==> src/rtl/ex_div_unit_pkg.sv <==
// Shared types for the EX-stage divider: bus widths and FSM state encoding.
package ex_div_unit_pkg;

    localparam int unsigned DIV_WIDTH = 32;
    localparam int unsigned STALL_W   = 6;

    typedef logic [STALL_W-1:0]     stall_bus_t;
    typedef logic [2*DIV_WIDTH-1:0] div_result_bus_t;

    typedef enum logic [1:0] {
        DIV_IDLE = 2'b00,
        DIV_ZERO = 2'b01,
        DIV_RUN  = 2'b10,
        DIV_END  = 2'b11
    } div_state_e;

endpackage

==> src/rtl/ex_div_unit_div_step.sv <==
// One combinational radix-2 restoring division iteration.
module div_step
    import ex_div_unit_pkg::*;
#(
    parameter int unsigned WIDTH = DIV_WIDTH
) (
    input  logic [WIDTH-1:0] rem_in,
    input  logic [WIDTH-1:0] quo_in,
    input  logic [WIDTH-1:0] divisor,
    output logic [WIDTH-1:0] rem_out,
    output logic [WIDTH-1:0] quo_out
);

    logic [WIDTH:0] shifted;
    logic [WIDTH:0] trial;

    always_comb begin
        shifted = {rem_in, quo_in[WIDTH-1]};
        trial   = shifted - {1'b0, divisor};
        // trial MSB set means the subtraction went negative: restore.
        if (!trial[WIDTH]) begin
            rem_out = trial[WIDTH-1:0];
            quo_out = {quo_in[WIDTH-2:0], 1'b1};
        end else begin
            rem_out = shifted[WIDTH-1:0];
            quo_out = {quo_in[WIDTH-2:0], 1'b0};
        end
    end

endmodule

==> src/rtl/ex_div_unit.sv <==
// Iterative restoring divider for DIV/DIVU with pipeline stall request.
// Optional DIV_SHORTCUT_EN: skip iteration when |dividend| < |divisor|.
module ex_div_unit
    import ex_div_unit_pkg::*;
#(
    parameter int unsigned WIDTH = DIV_WIDTH,
    parameter int unsigned CNT_W = 6
) (
    input  logic               clk,
    input  logic               rst,
    input  logic               start_i,
    input  logic               signed_i,
    input  logic [WIDTH-1:0]   opdata1_i,
    input  logic [WIDTH-1:0]   opdata2_i,
    input  logic               annul_i,
    output logic [2*WIDTH-1:0] result_o,
    output logic               ready_o,
    output logic               stall_for_ex
);

`ifdef DIV_SHORTCUT_EN
    localparam bit SHORTCUT = 1'b1;
`else
    localparam bit SHORTCUT = 1'b0;
`endif

    div_state_e         state_q, state_d;
    logic [CNT_W-1:0]   cnt_q, cnt_d;
    logic [WIDTH-1:0]   rem_q, rem_d;
    logic [WIDTH-1:0]   quo_q, quo_d;
    logic [WIDTH-1:0]   divisor_q, divisor_d;
    logic               neg_quo_q, neg_quo_d;
    logic               neg_rem_q, neg_rem_d;
    logic [2*WIDTH-1:0] result_q, result_d;
    logic               ready_q, ready_d;

    logic               op1_neg, op2_neg;
    logic [WIDTH-1:0]   op1_abs, op2_abs;
    logic [WIDTH-1:0]   step_rem, step_quo;

    assign op1_neg = signed_i & opdata1_i[WIDTH-1];
    assign op2_neg = signed_i & opdata2_i[WIDTH-1];
    assign op1_abs = op1_neg ? -opdata1_i : opdata1_i;
    assign op2_abs = op2_neg ? -opdata2_i : opdata2_i;

    div_step #(.WIDTH(WIDTH)) u_step (
        .rem_in  (rem_q),
        .quo_in  (quo_q),
        .divisor (divisor_q),
        .rem_out (step_rem),
        .quo_out (step_quo)
    );

    always_comb begin
        state_d   = state_q;
        cnt_d     = cnt_q;
        rem_d     = rem_q;
        quo_d     = quo_q;
        divisor_d = divisor_q;
        neg_quo_d = neg_quo_q;
        neg_rem_d = neg_rem_q;
        result_d  = result_q;
        ready_d   = 1'b0;

        if (annul_i) begin
            state_d = DIV_IDLE;
        end else begin
            unique case (state_q)
                DIV_IDLE: begin
                    if (start_i) begin
                        divisor_d = op2_abs;
                        neg_quo_d = op1_neg ^ op2_neg;
                        neg_rem_d = op1_neg;
                        cnt_d     = '0;
                        rem_d     = '0;
                        quo_d     = op1_abs;
                        // ZERO doubles as the one-cycle direct-result path:
                        // rem/quo are preloaded with the final, unsigned-fixed values.
                        if (opdata2_i == '0) begin
                            state_d = DIV_ZERO;
                            rem_d   = opdata1_i;
                            quo_d   = '1;
                        end else if (SHORTCUT && (op1_abs < op2_abs)) begin
                            state_d = DIV_ZERO;
                            rem_d   = opdata1_i;
                            quo_d   = '0;
                        end else begin
                            state_d = DIV_RUN;
                        end
                    end
                end
                DIV_ZERO: begin
                    result_d = {rem_q, quo_q};
                    ready_d  = 1'b1;
                    state_d  = DIV_END;
                end
                DIV_RUN: begin
                    rem_d = step_rem;
                    quo_d = step_quo;
                    cnt_d = cnt_q + 1'b1;
                    if (cnt_q == CNT_W'(WIDTH - 1)) begin
                        result_d = {neg_rem_q ? -step_rem : step_rem,
                                    neg_quo_q ? -step_quo : step_quo};
                        ready_d  = 1'b1;
                        state_d  = DIV_END;
                    end
                end
                DIV_END: begin
                    state_d = DIV_IDLE;
                end
                default: begin
                    state_d = DIV_IDLE;
                end
            endcase
        end
    end

    always_ff @(posedge clk or negedge rst) begin
        if (!rst) begin
            state_q   <= DIV_IDLE;
            cnt_q     <= '0;
            rem_q     <= '0;
            quo_q     <= '0;
            divisor_q <= '0;
            neg_quo_q <= 1'b0;
            neg_rem_q <= 1'b0;
            result_q  <= '0;
            ready_q   <= 1'b0;
        end else begin
            state_q   <= state_d;
            cnt_q     <= cnt_d;
            rem_q     <= rem_d;
            quo_q     <= quo_d;
            divisor_q <= divisor_d;
            neg_quo_q <= neg_quo_d;
            neg_rem_q <= neg_rem_d;
            result_q  <= result_d;
            ready_q   <= ready_d;
        end
    end

    assign result_o     = result_q;
    assign ready_o      = ready_q;
    assign stall_for_ex = start_i & ~ready_q & ~annul_i;

endmodule

==> config.mk <==
export PLATFORM = sky130hd
export DESIGN_NAME = ex_div_unit
export DESIGN_NICKNAME = d
export VERILOG_FILES = /design/src/rtl/ex_div_unit_pkg.sv /design/src/rtl/ex_div_unit_div_step.sv /design/src/rtl/ex_div_unit.sv
export SDC_FILE = /design/constraint.sdc
export NUM_CORES = 1
export LEC_CHECK = 0
export ABC_AREA = 0
export BUFFER_PORTS_ARGS = -buffer_cell sky130_fd_sc_hd__buf_2
export CORE_UTILIZATION = 45
export CTS_CLUSTER_DIAMETER = 120
export CTS_CLUSTER_SIZE = 30
export DETAILED_ROUTE_END_ITERATION = 10
export GPL_ROUTABILITY_DRIVEN = 0
export PLACE_DENSITY = 0.7
export SLEW_MARGIN = 25
export SYNTH_ARGS = -nofsm -noshare
export SYNTH_HDL_FRONTEND = slang
export SYNTH_SLANG_ARGS = --single-unit
==> constraint.sdc <==
create_clock -name clk -period 5.5 [get_ports clk]
set_input_delay 0.825 -clock clk [delete_from_list [all_inputs] [get_ports clk]]
set_output_delay 0.825 -clock clk [all_outputs]
set_load 0.005 [all_outputs]
==> results.json, run 1 <==
{
  "dieHeight_um": 173.1,
  "rsz0062_at_grt": "no",
  "cts-resized-gates": 0,
  "wl_met3_mm": 3.316,
  "fmax_mhz": 220.6,
  "nNetsFinal": 1827,
  "ys_warn_count": 0,
  "track_usage_pct": 26.61,
  "cp.required_ns": 5.81,
  "hold_violations": 0,
  "synth_nets": 1770,
  "path_class": "flop to flop",
  "wl_per_cell_um": 18.73,
  "core-area_um2": 28780,
  "p_per_area_nw_per_um2": 779.8,
  "met1_length_mm": 17.59,
  "cts_root_buf": "clkbuf_16",
  "place_ws_ns": 1.021,
  "wl_met2_mm": 17.08,
  "arrival_ns": 4.85,
  "syn_area_per_cell_um2": 7.935,
  "top_layer": "met5",
  "htreeDepth": 4,
  "power_mw": 11.38,
  "clockBufferDepth": 2,
  "synth_area_um2": 13170,
  "syn_inst": 1660,
  "ys_types": 89,
  "async_flop_share_pct": 100.0,
  "end_kind": "flop",
  "io_pins": 135,
  "synth_edf_count": 0,
  "synth_area_leaders": "dfrtp_1, a21oi_1, o21ai_0",
  "yosysMostFrequentCell": "nand2_1",
  "area_growth_pct": 10.74,
  "drc": 0,
  "clock_latency_ns": 0.46,
  "final_layout_size_suffix_gt1_share_pct": 13.70,
  "rows": 62,
  "tns_ns": 0,
  "drv_cap": 0,
  "postCtsSetupRepairBufs": 0,
  "hold_buffers": 0,
  "portBuffers": 134,
  "grt_pass1_vias": 11653,
  "ir_drop_mv": 0.4453,
  "synthFlopType": "dfrtp_1",
  "synth_top_cells_by_count": "nand2_1, a21oi_1, o21ai_0",
  "drt-initial-drc-count": 1292,
  "multi_input_area_um2": 8210,
  "vias": 12651,
  "yosysTopAreaCellShare_pct": 32.48,
  "status": "finished, final reports clean",
  "cts_tree": "done",
  "final_util_pct": 50.69,
  "ys_seq_area_share_pct": 32.48,
  "startpoint_type": "flop",
  "yosys.area.top_type": "dfrtp_1",
  "grt_max_degree": 102,
  "gr-total-overflow": 0,
  "die_w_um": 173.1,
  "synth_seq_cells": 171,
  "relSlewSlack_pct": 35.37,
  "ant_nets": 0,
  "hp-class": "input port to async pin",
  "dp_hpwl_mm": 29.76,
  "die_area_um2": 29960,
  "slew_violations": 0,
  "post-route-min-period_ns": 4.533,
  "crit_fanout": 16,
  "finClkSkew_ns": 0.01625,
  "drt_pass1_iterations": 5,
  "seq_area_um2": 4279,
  "cts_sinks": 171,
  "setup_viol": 0,
  "leakage_nw": 6.304,
  "clk_pin_slew_ns": 0.08,
  "wirelength_mm": 39.62,
  "grt_pass1_wl_mm": 63.21,
  "tightest_slew_ns": 0.9684,
  "cts_made_buffers": 17,
  "nFillCells": 2765,
  "start_util_pct": 45.77,
  "postLayoutSetupSlackWorst_ns": 0.9669,
  "vias_per_cell": 5.982,
  "antenna_found_initial": 2,
  "final.period_utilization_pct": 82.42
}
[worst max-delay path, stage by stage, from the launching register on]
cell,delay (ns)
dfrtp_1,0.44
inv_1,0.11
ha_1,0.17
inv_1,0.05
fa_1,0.41
a211oi_2,0.34
nor3_2,0.13
o21ai_2,0.21
a21oi_2,0.12
nor3_4,0.11
buf_4,0.25
nor2_4,0.05
inv_2,0.25
ha_1,0.27
nor2b_1,0.18
nand2_1,0.21
nor2_1,0.15
nand2_1,0.12
o41ai_1,0.35
xor2_1,0.18
nor2_1,0.05
a21oi_1,0.13
o21ai_1,0.08
[sequential cells by signal (all words and copies together) (netlist names)]
name / flops
ready_o: 1
divisor_q: 32
neg_quo_q: 1
rem_q: 32
quo_q: 32
neg_rem_q: 1
cnt_q: 6
state_q: 2
result_o: 64
[layout make-up]
class,instances,area share (%)
diodes,1,0.01715
inverters,68,1.750
multi-input cells,1311,56.28
repair buffers,148,5.549
flip-flops and latches,171,29.33
well taps,384,3.294
clock inverters,12,0.7119
clock buffers,20,3.062
[path summary, 6_finish.rpt]
| path | slack, ns | start | to | cells past startpoint |
|---|---|---|---|---|
| worst min-delay path | 0.44 | rst | result_o[16]$_DFFE_PN0P_ | 1 |
| max in group asynchronous | 3.96 | rst | result_o[42]$_DFFE_PN0P_ | 2 |
| min in group clk | 0.47 | result_o[22]$_DFFE_PN0P_ | result_o[22]$_DFFE_PN0P_ | 2 |
| worst min register to register | 0.47 | result_o[22]$_DFFE_PN0P_ | result_o[22]$_DFFE_PN0P_ | 2 |
| worst max register to register | 0.97 | quo_q[31]$_DFFE_PN0P_ | result_o[28]$_DFFE_PN0P_ | 22 |
| worst max-delay path | 0.97 | quo_q[31]$_DFFE_PN0P_ | result_o[28]$_DFFE_PN0P_ | 22 |
[placed cells by master (no fill, tap or decap), types with 19 or more instances in the layout]
master   Yosys  final
xnor2_1     54     54
buf_2       14    133
nand2_1    221    221
mux2i_1     36     36
a21oi_1    195    194
dfrtp_1    171    171
o31ai_1     29     29
o21ai_1     23     23
inv_1       66     66
nor2_1     118    117
xor2_1      83     83
nand3_1     19     19
nor3_1      35     34
ha_1        40     39
and3_1      23     23
o21ai_0    179    179
[cell families (layout without fill, tap and decap cells)]
| group | after synthesis | count (layout) | share of synthesized area [%] |
|---|---|---|---|
| AO/OA/AOI/OAI | 580 | 580 | 27.23 |
| AND/OR/NAND/NOR | 509 | 509 | 18.32 |
| buffers and inverters | 178 | 248 | 5.452 |
| flip-flops | 171 | 171 | 32.48 |
| XOR/XNOR | 137 | 137 | 9.109 |
| multiplexers | 44 | 44 | 3.448 |
| adder cells (fa/ha/maj) | 41 | 41 | 3.951 |
| other | 0 | 1 | 0 |
[stage by stage]
stage,instance area [um^2],std cells,hold WS (ns)
2_1_floorplan,13170,1660,0.4498
3_3_place_gp,13990,2080,0.4569
5_1_grt,14590,2115,0.4912
6_report,14590,2115,0.4449
3_5_place_dp,14030,2082,0.4625
4_1_cts,14580,2114,0.4780
[power breakdown]
part / internal (mW) / switching [mW]
Sequential: 1.83 / 0.647
Clock: 0.605 / 0.565
Combinational: 2.89 / 4.84
[metal layers]
layer / vias to the layer above / track usage, %
met4: 2 / 12.13
met2: 564 / 40.59
met5: - / 0
met3: 98 / 4.090
met1: 5945 / 37.14
li1: 6042 / -
Note: power is estimated with default switching activity, not from simulation.
==> run 2, diff against run 1 <==
- ABC_AREA: 0 -> 1
- PLACE_DENSITY: 0.7 -> 0.72
- clock period: 5.5 -> 4.1 ns (I/O delays scaled with it)
==> results.json, run 2 <==
{
  "status": "finished, final reports clean",
  "tightest_slew_ns": 0.9962,
  "vias": 15268,
  "largest_reg_flops": 64,
  "final_layout_size_suffix_gt1_share_pct": 13.78,
  "gr-total-overflow": 0,
  "relSlewSlack_pct": 33.59,
  "clock_latency_ns": 0.45,
  "synth_edf_count": 0,
  "path_common_cell": "nand2_2",
  "leakage_nw": 8.115,
  "yosys.area.top_type": "dfrtp_1",
  "yosysMostFrequentCell": "nand2_1",
  "syn_area_per_cell_um2": 6.372,
  "drt_pass1_iterations": 8,
  "track_usage_pct": 29.42,
  "wl_met3_mm": 4.742,
  "drv_cap": 0,
  "synth_mux_area_share_pct": 0,
  "fmax_mhz": 253.7,
  "async_flop_share_pct": 100.0,
  "tns_ns": 0,
  "core-area_um2": 30670,
  "yosysTopAreaCellShare_pct": 30.50,
  "postLayoutSetupSlackWorst_ns": 0.1587,
  "portBuffers": 134,
  "cts_root_buf": "clkbuf_16",
  "htreeDepth": 4,
  "synth_area_um2": 14030,
  "seq_area_um2": 4279,
  "wl_per_cell_um": 17.06,
  "synthAdderAreaFrac_pct": 3.710,
  "drt-initial-drc-count": 1985,
  "place_ws_ns": 0.01856,
  "antenna_found_initial": 2,
  "power_mw": 16.59,
  "dieHeight_um": 178.6,
  "grt_max_degree": 104,
  "hp-class": "input port to async pin",
  "layout_common_cells": "nand2_1, inv_1, nor2_1, dfrtp_1, buf_2",
  "hold_violations": 0,
  "cts_made_buffers": 17,
  "multi_input_area_um2": 8566,
  "synth_top_cells_by_count": "nand2_1, inv_1, nor2_1",
  "grt_pass1_vias": 13778,
  "final.period_utilization_pct": 96.13,
  "ant_nets": 0,
  "reg2reg_slack_ns": 0.16,
  "crit_fanout": 13,
  "io_pins": 135,
  "max_stage_delay_ns": 0.39,
  "nNetsFinal": 2427,
  "synth-simple-area-share_pct": 36.37,
  "area_growth_pct": 14.46,
  "dp.cells": 2686,
  "clk_pin_slew_ns": 0.08,
  "setup_viol": 0,
  "finish.instance_area_um2": 16060,
  "end_kind": "flop",
  "rows": 64,
  "clockBufferDepth": 2,
  "synth_area_leaders": "dfrtp_1, nand2_1, inv_1",
  "startpoint_type": "flop",
  "place_area_um2": 15150,
  "die_w_um": 178.6,
  "cp.required_ns": 4.44,
  "final_common_cell": "nand2_1",
  "synth_top_family_by_area": "simple AND/OR/NAND/NOR gates",
  "vias_per_cell": 5.599,
  "wl_met2_mm": 19.91,
  "ir_drop_mv": 0.4620,
  "synth_seq_cells": 171,
  "synthFlopType": "dfrtp_1",
  "drc": 0,
  "path_class": "flop to flop",
  "cts_sinks": 171,
  "met1_length_mm": 20.46,
  "cts_tree": "done",
  "synth_xor_area_share_pct": 5.119,
  "grt_pass1_wl_mm": 72.99,
  "slowest_stage": "dfrtp_1",
  "synth_nets": 2312,
  "fin_hold_ws_ns": 0.1921,
  "finClkSkew_ns": 0.01604,
  "post-route-min-period_ns": 3.941,
  "dp_hpwl_mm": 35.01,
  "synth_compound_area_share_pct": 14.09,
  "ys_warn_count": 0,
  "ys_seq_area_share_pct": 30.50,
  "start_util_pct": 45.75,
  "ys_types": 56,
  "top_layer": "met4",
  "final_util_pct": 52.36,
  "slew_violations": 0,
  "nFillCells": 3042,
  "final_cells": 2727,
  "syn_inst": 2202,
  "p_per_area_nw_per_um2": 1033,
  "die_area_um2": 31890,
  "arrival_ns": 4.29,
  "wirelength_mm": 46.52
}
run 2: cell count changes after synthesis, sizes merged, moves of 36 or more:
cell   previous run  this run
mux2i            36         0
nor2            120       253
a21oi           199        86
o21ai           207       135
nand2           221       738
inv              67       282
nand3            19       129
run 2: layer usage:
layer / GRT usage (%) / vias up
li1: - / 7296
met4: 10.35 / 0
met3: 5.009 / 105
met2: 43.72 / 787
met5: 0 / -
met1: 42.59 / 7080
run 2: cell families after synthesis:
family | count (synthesis)
simple gates | 1204
buf+inv | 370
compound gates | 334
flops | 171
xor+xnor | 82
fa+ha+maj | 41
run 2: final cells by class:
cell class              count  area share (%)
multi-input cells        1661           53.34
flip-flops and latches    171           26.65
inverters                 288           6.732
repair buffers            178           6.451
well taps                 396           3.085
clock buffers              17           2.649
clock inverters            15           1.083
diodes                      1         0.01558
run 2: worst max-delay path, delay by kind of cell, from the launching register on:
family,cells,cell delay [ns]
adder cells (fa/ha/maj),3,0.74
buffers and inverters,4,0.43
flip-flops,1,0.39
AND/OR/NAND/NOR,21,2.26
run 2: power breakdown:
part / leakage [nW] / internal, mW / total (mW) / switching (mW)
Clock: 0.286 / 0.824 / 1.68 / 0.851
Sequential: 2.11 / 2.47 / 3.28 / 0.803
Combinational: 5.72 / 3.92 / 11.6 / 7.72
Total: 8.11 / 7.21 / 16.6 / 9.37
run 2: worst paths after layout:
check | from | endpoint | cells after the start
max | quo_q[31]$_DFFE_PN0P_ | result_o[62]$_DFFE_PN0P_ | 28
min | rst | result_o[9]$_DFFE_PN0P_ | 1
max reg2reg | quo_q[31]$_DFFE_PN0P_ | result_o[62]$_DFFE_PN0P_ | 28
min reg2reg | result_o[14]$_DFFE_PN0P_ | result_o[14]$_DFFE_PN0P_ | 2
max in group asynchronous | rst | result_o[58]$_DFFE_PN0P_ | 2
min in group clk | opdata1_i[31] | rem_q[31]$_DFFE_PN0P_ | 3
run 2: what timing repair did:
action,in CTS,in global routing
resized for setup,0,38
endpoints found under the setup margin,0,16
buffers inserted,0,8
hold buffers,0,0
endpoints found under the hold margin,0,0
==> run 3, diff against run 2 <==
- REMOVE_ABC_BUFFERS: unset -> 1
==> results.json, run 3 (synthesis results as in run 2) <==
{
  "status": "finished, final reports clean",
  "fmax_mhz": 253.8,
  "cts_root_buf": "clkbuf_16",
  "switchingPower_mw": 9.132,
  "final_layout_size_suffix_gt1_share_pct": 13.46,
  "drc": 0,
  "cp.required_ns": 4.45,
  "grt_max_degree": 104,
  "ant_nets": 0,
  "cts_made_buffers": 17,
  "vias": 15131,
  "drv_cap": 0,
  "die_area_um2": 31890,
  "io_pins": 135,
  "end_kind": "flop",
  "nFillCells": 3103,
  "wl_met3_mm": 3.912,
  "startpoint_type": "flop",
  "clockBufferDepth": 2,
  "antenna_found_initial": 1,
  "path_buf_inv": 3,
  "top_layer": "met4",
  "hold_buffers": 0,
  "seq_power_share_pct": 20.0,
  "layout_common_cells": "nand2_1, inv_1, nor2_1, dfrtp_1, buf_2",
  "drt_pass1_iterations": 9,
  "p_per_area_nw_per_um2": 1022,
  "post-route-min-period_ns": 3.940,
  "switching_share_pct": 55.98,
  "cts_sinks": 171,
  "htreeDepth": 4,
  "area_growth_pct": 13.76,
  "p_int_mw": 7.180,
  "final.period_utilization_pct": 96.10,
  "path_common_cell": "nand2_2",
  "path_class": "flop to flop",
  "final_common_cell": "nand2_1",
  "slowest_stage": "dfrtp_1",
  "dp.cells": 2689,
  "p_comb_share_pct": 69.7,
  "clk_pin_slew_ns": 0.08,
  "wl_met2_mm": 19.81,
  "clock_latency_ns": 0.45,
  "grt_pass1_wl_mm": 71.27,
  "setup_viol": 0,
  "leakage_nw": 8.102,
  "fin_hold_ws_ns": 0.2213,
  "finClkSkew_ns": 0.01696,
  "relSlewSlack_pct": 36.99,
  "rows": 64,
  "core-area_um2": 30670,
  "cts_tree": "done",
  "portBuffers": 134,
  "arrival_ns": 4.29,
  "ir_drop_mv": 0.5477,
  "gr-total-overflow": 0,
  "max_stage_delay_ns": 0.39,
  "drt-initial-drc-count": 1918,
  "nNetsFinal": 2430,
  "track_usage_pct": 28.62,
  "cp_top_family": "simple AND/OR/NAND/NOR gates",
  "hp-class": "input port to async pin",
  "hold_violations": 0,
  "grt_pass1_vias": 14200,
  "final_cells": 2730,
  "dp_hpwl_mm": 33.62,
  "met1_length_mm": 19.03,
  "largest_reg_flops": 64,
  "die_w_um": 178.6,
  "p_clk_share_pct": 10.3,
  "wl_per_cell_um": 16.32,
  "multi_input_area_um2": 8481,
  "seq_area_um2": 4279,
  "wirelength_mm": 44.54,
  "dieHeight_um": 178.6,
  "crit_fanout": 12,
  "start_util_pct": 45.75,
  "tightest_slew_ns": 0.9451,
  "vias_per_cell": 5.542,
  "slew_violations": 0
}
## run 3: changes by cell type in the layout (fill, tap and decap cells not counted), sizes merged
cell / change
bufinv: +1
clkbuf: +1
clkinv: -3
clkinvlp: +2
inv: -1
buf: +3
## run 3: cell type report
cell class	instances	share of cell area, %
sequential	171	26.81
clock buffer	18	2.689
tap	396	3.104
timing repair buffer	181	6.498
inverter	288	6.773
antenna	1	0.01568
clock inverter	14	0.9799
multi-input combinational	1661	53.13
## run 3: power by group through the flow
stage,Sequential (mW),Clock [mW],Combinational (mW)
after global placement,3.22,0,10.6
after CTS,3.22,1.69,10.9
after global routing,3.36,1.75,12.8
after detailed placement,3.25,0,10.8
after floorplan,3.08,0,7.84
final,3.26,1.67,11.4
## run 3: layer usage
metal	vias to the layer above	GRT usage [%]
met5	-	0
met4	0	11.83
met3	127	5.072
met2	712	44.62
met1	6985	38.90
li1	7307	-
## run 3: worst reg2reg max path, cell delays in order, from the launching register on
cell and delay (ns):
dfrtp_1 0.39, inv_2 0.08, ha_2 0.17, inv_2 0.05, fa_2 0.39, nand2_2 0.09
nand2_2 0.07, nand3_2 0.08, nand2_2 0.06, nand2_2 0.08, nand2_2 0.07, nand2_4 0.11
nand2_4 0.08, nand2_4 0.18, nand2_4 0.14, o21ai_2 0.26, ha_1 0.27, nand3_1 0.17
nor2_4 0.17, nand2_2 0.09, nor2_2 0.24, nand2_1 0.20, nand2_1 0.13, nand2_1 0.06
nand2_1 0.06, nand3_1 0.07, nand2_1 0.06, inv_1 0.03
## run 3: timing repair
action / CTS / global route
setup buffers: 0 / 8
endpoints found under the setup margin: 2 / 18
pin swaps: 0 / 15
resized for setup: 1 / 27
## run 3: through the flow
stage	cell area (um^2)	utilization (%)	setup WS [ns]	power [mW]	TNS, ns
floorplan	13680	-	-3.479	10.92	-360.76
global placement	15150	49.40	0.09742	13.80	0
detailed placement	15150	49.40	-0.04614	14.01	-0.04614
CTS	15740	51.32	0.01039	15.78	0
global route	15960	52.04	-0.03974	17.90	-0.05871
finish	15960	52.04	0.1601	16.31	0
## run 3: final timing paths
kind	from	end	slack, ns	cells after the start
setup / recovery	quo_q[31]$_DFFE_PN0P_	result_o[62]$_DFFE_PN0P_	0.16	27
hold / removal	rst	divisor_q[5]$_DFFE_PN0P_	0.22	1
setup reg to reg	quo_q[31]$_DFFE_PN0P_	result_o[62]$_DFFE_PN0P_	0.16	27
hold reg to reg	result_o[53]$_DFFE_PN0P_	result_o[53]$_DFFE_PN0P_	0.48	2
max in group asynchronous	rst	quo_q[8]$_DFFE_PN0P_	2.83	2
min in group clk	opdata1_i[4]	rem_q[4]$_DFFE_PN0P_	0.47	3
